--- src/rtl/sched_pkg.sv ---
// Shared types for the tick event scheduler: default sizes, FSM state
// encoding and the per-channel timer record.
package sched_pkg;

  localparam int NUM_CH_DEF = 4;
  localparam int PER_W_DEF  = 8;
  localparam int CH_W_DEF   = $clog2(NUM_CH_DEF);

  typedef enum logic {
    S_IDLE  = 1'b0,
    S_OFFER = 1'b1
  } sched_state_t;

  // Per-channel timer record at the default period width.
  typedef struct packed {
    logic [PER_W_DEF-1:0] period;
    logic [PER_W_DEF-1:0] count;
    logic                 enable;
  } ch_rec_t;

endpackage

--- src/rtl/rr_picker.sv ---
// Combinational round-robin picker: returns the first requesting index
// strictly after 'last', wrapping around, plus an any-request flag.
module rr_picker #(
  parameter int N = 4,
  parameter int W = $clog2(N)
) (
  input  logic [N-1:0] req,
  input  logic [W-1:0] last,
  output logic [W-1:0] grant,
  output logic         any_req
);

  logic [W-1:0] idx;

  // Scan from the farthest offset down so the nearest request overwrites.
  always_comb begin
    grant   = '0;
    idx     = '0;
    any_req = |req;
    for (int k = N; k >= 1; k--) begin
      idx = W'((int'(last) + k) % N);
      if (req[idx]) grant = idx;
    end
  end

endmodule

--- src/rtl/tick_event_scheduler.sv ---
// Periodic event scheduler: one programmable down-counter per channel,
// expiries queued as pending bits and issued one at a time over
// valid/ready with round-robin fairness. Sticky overrun per channel.
// Optional feature: define SCHED_TURBO_EN to add a 'turbo' input that
// reloads counters with period>>2 (about 4x faster).
module tick_event_scheduler
  import sched_pkg::*;
#(
  parameter  int NUM_CH = NUM_CH_DEF,
  parameter  int PER_W  = PER_W_DEF,
  localparam int CH_W   = $clog2(NUM_CH)
) (
  input  logic              clk,
  input  logic              reset,
  input  logic              tick,
  input  logic              cfg_we,
  input  logic [CH_W-1:0]   cfg_ch,
  input  logic [PER_W-1:0]  cfg_period,
  input  logic              cfg_enable,
  input  logic              clear_overrun,
`ifdef SCHED_TURBO_EN
  input  logic              turbo,
`endif
  output logic              ev_valid,
  output logic [CH_W-1:0]   ev_ch,
  input  logic              ev_ready,
  output logic [NUM_CH-1:0] active,
  output logic [NUM_CH-1:0] overrun
);

  logic [NUM_CH-1:0][PER_W-1:0] period_r;
  logic [NUM_CH-1:0][PER_W-1:0] count_r;
  logic [NUM_CH-1:0]            enable_r;
  logic [NUM_CH-1:0]            pending_r;

  sched_state_t    state;
  logic [CH_W-1:0] rr_ptr;

  logic [CH_W-1:0]   pick_last;
  logic [CH_W-1:0]   pick_ch;
  logic              pick_any;
  logic              handshake;
  logic              take;
  logic              turbo_on;
  logic [NUM_CH-1:0] wr_sel;
  logic [NUM_CH-1:0] pick_clr;
  logic [NUM_CH-1:0] expire;

`ifdef SCHED_TURBO_EN
  assign turbo_on = turbo;
`else
  assign turbo_on = 1'b0;
`endif

  // Period 0 runs as period 1.
  function automatic logic [PER_W-1:0] eff(input logic [PER_W-1:0] p);
    return (p == '0) ? PER_W'(1) : p;
  endfunction

  function automatic logic [PER_W-1:0] reload(input logic [PER_W-1:0] p,
                                               input logic              fast);
    return fast ? eff(p >> 2) : eff(p);
  endfunction

  assign active    = enable_r;
  assign handshake = (state == S_OFFER) && ev_ready;
  // While offering, the next pick continues after the channel being accepted.
  assign pick_last = (state == S_OFFER) ? ev_ch : rr_ptr;
  assign take      = pick_any && ((state == S_IDLE) || handshake);

  rr_picker #(.N(NUM_CH), .W(CH_W)) u_pick (
    .req     (pending_r),
    .last    (pick_last),
    .grant   (pick_ch),
    .any_req (pick_any)
  );

  // Per-channel decode: cfg target, bit being issued, and tick expiry.
  always_comb begin
    wr_sel   = '0;
    pick_clr = '0;
    expire   = '0;
    for (int i = 0; i < NUM_CH; i++) begin
      wr_sel[i]   = cfg_we && (cfg_ch == CH_W'(i));
      pick_clr[i] = take && (pick_ch == CH_W'(i));
      expire[i]   = tick && enable_r[i] && !wr_sel[i] && (count_r[i] <= PER_W'(1));
    end
  end

  // Channel counters, pending bits and sticky overrun flags.
  always_ff @(posedge clk or posedge reset) begin
    if (reset) begin
      period_r  <= '0;
      count_r   <= '0;
      enable_r  <= '0;
      pending_r <= '0;
      overrun   <= '0;
    end else begin
      for (int i = 0; i < NUM_CH; i++) begin
        if (wr_sel[i]) begin
          period_r[i] <= cfg_period;
          enable_r[i] <= cfg_enable;
          count_r[i]  <= reload(cfg_period, turbo_on);
        end else if (tick && enable_r[i]) begin
          count_r[i]  <= expire[i] ? reload(period_r[i], turbo_on)
                                   : count_r[i] - PER_W'(1);
        end
        // A bit being issued this edge is gone, so a re-expiry just re-pends it.
        pending_r[i] <= !wr_sel[i] && ((pending_r[i] && !pick_clr[i]) || expire[i]);
        overrun[i]   <= (overrun[i] && !clear_overrun) ||
                        (expire[i] && pending_r[i] && !pick_clr[i]);
      end
    end
  end

  // Issue FSM: offer one channel at a time, back-to-back while work remains.
  always_ff @(posedge clk or posedge reset) begin
    if (reset) begin
      state    <= S_IDLE;
      ev_valid <= 1'b0;
      ev_ch    <= '0;
      rr_ptr   <= CH_W'(NUM_CH - 1);
    end else begin
      if (handshake) rr_ptr <= ev_ch;
      case (state)
        S_IDLE: begin
          if (pick_any) begin
            ev_ch    <= pick_ch;
            ev_valid <= 1'b1;
            state    <= S_OFFER;
          end
        end
        S_OFFER: begin
          if (ev_ready) begin
            if (pick_any) begin
              ev_ch <= pick_ch;
            end else begin
              ev_valid <= 1'b0;
              state    <= S_IDLE;
            end
          end
        end
        default: begin
          ev_valid <= 1'b0;
          state    <= S_IDLE;
        end
      endcase
    end
  end

endmodule

--- config.mk ---
export PLATFORM = sky130hd
export DESIGN_NAME = tick_event_scheduler
export DESIGN_NICKNAME = d
export VERILOG_FILES = /design/src/rtl/sched_pkg.sv /design/src/rtl/rr_picker.sv /design/src/rtl/tick_event_scheduler.sv
export SDC_FILE = /design/constraint.sdc
export NUM_CORES = 1
export LEC_CHECK = 0
export ABC_CLOCK_PERIOD_IN_PS = 3000
export CAP_MARGIN = 15
export CORE_MARGIN = 1
export CORE_UTILIZATION = 60
export CTS_BUF_LIST = sky130_fd_sc_hd__clkbuf_4 sky130_fd_sc_hd__clkbuf_8
export CTS_CLUSTER_DIAMETER = 120
export CTS_CLUSTER_SIZE = 30
export DETAILED_ROUTE_END_ITERATION = 10
export PLACE_DENSITY = 0.88
export RECOVER_POWER = 100
export SKIP_CTS_REPAIR_TIMING = 1
export SYNTH_ARGS = -nofsm -noshare
export SYNTH_HDL_FRONTEND = slang
export SYNTH_HIERARCHICAL = 1
export SYNTH_SLANG_ARGS = --single-unit
--- constraint.sdc ---
create_clock -name clk -period 3 [get_ports clk]
set_input_delay 0.45 -clock clk [delete_from_list [all_inputs] [get_ports clk]]
set_output_delay 0.45 -clock clk [all_outputs]
set_load 0.1 [all_outputs]
==> results.md <==
- Port bufs: 27
- CTS sink cnt: between 80 and 90
- Synth Flop Type: dfrtp_1
- FF-to-FF setup slack: around 0.48 ns
- Post-Place Setup Slack: 0.749 ns
- Post-synthesis xor/xnor area fraction: between 1.5 and 2%
- CP endpoint: count_r[12]
- Synth Area in Simple Gates: 25.0%
- Synthesized net count: ~540
- Total congestion overflow: 0
- Rows: 31
- Num ports: 28
- Slew at the pin closest to its max-slew limit: 1.18 ns
- Post-synth top area share: between 40% and 50%
- Yosys top cell by area: dfrtp_1
- Post-synthesis async set-or-reset flop share: 100%
- Tmin final: around 2.5 ns
- Crit Path Class: flop to flop
- Seq/Total Area, Yosys: approximately 45%
- Worst Setup End Kind: flop
- Share of cells above drive strength 1: between 6 and 7%
- Compound-gate portion of the synthesized area: 16.9%
- Worst R2R Path Depth: 4
- CTS Buffer Depth: 2
- Root Buffer: clkbuf_8
- Min-Delay Path Class: flop to flop
- Worst hold margin: ~0.50 ns
- Fin nets: 560
- First-pass GRT wire length: between 15000 and 20000 um
- Critical Path AT: between 2 and 3 ns
- Logic pwr share: approximately a third
- RSZ-0062 raised after global routing: no
- CTS clock-pin slew for the worst setup and hold paths: 0.08 ns
- DRC: 0
- Area growth, synth to finish: 10.2%
- Post-synthesis adder-cell area fraction: ~2.2%
- CP Max Fanout: 7
- Diodes inserted: 0
- Initial core utilization: between 60% and 70%
- Max-slew violations: 0
- Max IR drop VDD: about 470 uV
- Internal power: 2440 uW
- TritonCTS buffer count: 9
- Sw Ratio: 40.6%
- Fmax: between 0.3 and 0.4 GHz
- Share of total power in the clock network: between 20% and 30%
- Netlist area before placement: between 4000 and 5000 um^2
- Initial antenna violation count: 0
- Largest net degree at the start of global routing: 83
- Antenna violation net count after detailed routing: 0
- Final Non-Filler Cells: between 600 and 700
- Syn avg cell area: a little under 9 um^2
- Largest family of logic cells by synthesized area: simple AND/OR/NAND/NOR gates
- Status: complete, no violations
- Number of warnings issued by yosys: 6
- RR Endpoint: count_r[12]
- Wire length per cell: ~18 um
- Worst Skew: approximately 0.0088 ns
- Max-cap viol count: 0
- GR Util All Layers: 32.1%
- Rel. slew slack: between 20% and 30%
- RePlAce Congestion: 0.934
- Clock latency on the worst-skew pair: 0.36 ns
- Die Area: around 7900 um^2
- Sw Pwr: between 1500 and 2000 uW
- Core area: 7250 um^2
- Via count: 4080
- Pwr dens: 825 nW/um^2
- Critical path required time: about 3.3 ns
- DP HPWL: 7960 um
- Final setup margin: between 0.4 and 0.5 ns
- Fin Setup TNS: 0 ns
- Mapped Cells: 510
- Flop pwr share: between 40% and 50%
- Vias/cell: around 6.4
- Vias in the first global route: between 3000 and 4000
- Crit start category: flop
- Htree depth: 3
- DRT iter0 DRCs: approximately 500
- Launch point of the worst reg-to-reg path: count_r[10]
- Final period util: between 80% and 90%
- Top post-synthesis cells by area: dfrtp_1 (44%), nand2_1 (11%), mux2i_1 (3.1%), o21ai_0 (2.9%), a21oi_1 (2.5%)
- Util after Layout: between 60 and 70%
- CTS tree: yes
- Detailed Routing Iterations Pass 1: 5
- Multiplexer share of the synthesized area: 4.35%
- Inst Count DP: 623
- Synth unique cells: 61
- # setup viols final: 0
- P_leak: approximately 0.0023 uW
- Final hold violation count: 0
- Die H: 88.8 um
- WL final: 11600 um
- Die width: ~89 um
- Count leader, synth: nand2_1
- Seq cells post-synth: roughly 80
- Worst Setup SP: count_r[10]
- Post-synth top cells: nand2_1 (133), dfrtp_1 (80), o21ai_0 (26)
- EDFF count, synth: 0
[state kept, by name (all words and copies together), names as in the netlist]
name,flops
active,4
count_r,32
ev_ch,2
ev_valid,1
overrun,4
pending_r,4
period_r,32
rr_ptr,2
state,1
[cell families (layout without fill, tap and decap cells)]
| group | Yosys count | in the layout |
|---|---|---|
| DFF | 82 | 82 |
| buffers and inverters | 41 | 71 |
| muxes | 19 | 19 |
| AOI/OAI and AO/OA | 113 | 113 |
| xor gates and xnor gates | 10 | 10 |
| adders and majority gates | 8 | 8 |
| and+or+nand+nor | 237 | 237 |
[how the worst min path moves through the flow]
stage / startpoint / endpoint / slack, ns / cells after the start
global placement: period_r[24] / period_r[24] / 0.46 / 2
CTS: period_r[24] / period_r[24] / 0.49 / 2
floorplan: period_r[16] / period_r[16] / 0.45 / 2
detailed placement: period_r[0] / period_r[0] / 0.48 / 2
global route: period_r[24] / period_r[24] / 0.52 / 2
finish: period_r[0] / period_r[0] / 0.50 / 2
[metrics by stage]
stage               power [uW]  instance area [um^2]
detailed placement        3240                  4840
floorplan                 2840                  4520
global placement          3140                  4840
global route              4350                  4980
finish                    4110                  4980
CTS                       4140                  5060
[critical path, stage by stage (launching register included)]
cell	delay, ns
dfrtp_1	0.45
or4_1	0.65
nor3_1	0.85
mux2i_1	0.22
a221oi_2	0.27
[per-layer routing]
layer / vias to the layer above / part of all wire [%] / global-route usage [%]
met5: - / 0 / 0
met2: 242 / 48 / 52.3
met4: 0 / 2.4 / 14.2
met1: 1948 / 40 / 41.8
met3: 32 / 9.3 / 6.06
li1: 1858 / - / -
[cell usage in the layout, fill, tap and decap left out, types with 3 or more instances in the layout]
cell	instances
mux2i_1	14
nand2b_1	7
clkdlybuf4s50_1	12
dfrtp_1	80
clkbuf_8	10
clkbuf_1	13
o211ai_1	15
nand3_1	9
xor2_1	10
nor4_1	8
nand2_1	133
dlygate4sd3_1	4
a22oi_1	7
and3_1	5
mux2_2	4
or3_1	6
o31ai_1	8
or4_1	10
a211oi_1	5
inv_1	22
nor3_1	13
ha_1	8
o21ai_0	26
nand4_1	4
a21oi_1	23
a21boi_0	3
nand3b_1	5
nor2_1	22
nor3b_1	6
[area by class of cell]
class                           instances  area, um^2
Clock buffer                           11         145
Clock inverter                          5        77.6
Fill cell                             576        2270
Inverter                               23        87.6
Multi-Input combinational cell        387        2250
Sequential cell                        82        2050
Tap cell                               99         124
Timing Repair Buffer                   32         244
[power by group through the flow]
stage / Clock (uW) / Sequential, uW / Combinational [uW]
after global routing: 954 / 1800 / 1600
after floorplan: 0 / 1820 / 1020
after global placement: 0 / 1750 / 1390
after detailed placement: 0 / 1770 / 1470
final: 906 / 1760 / 1450
after CTS: 907 / 1750 / 1490
Note: power is estimated with default switching activity, not from simulation.
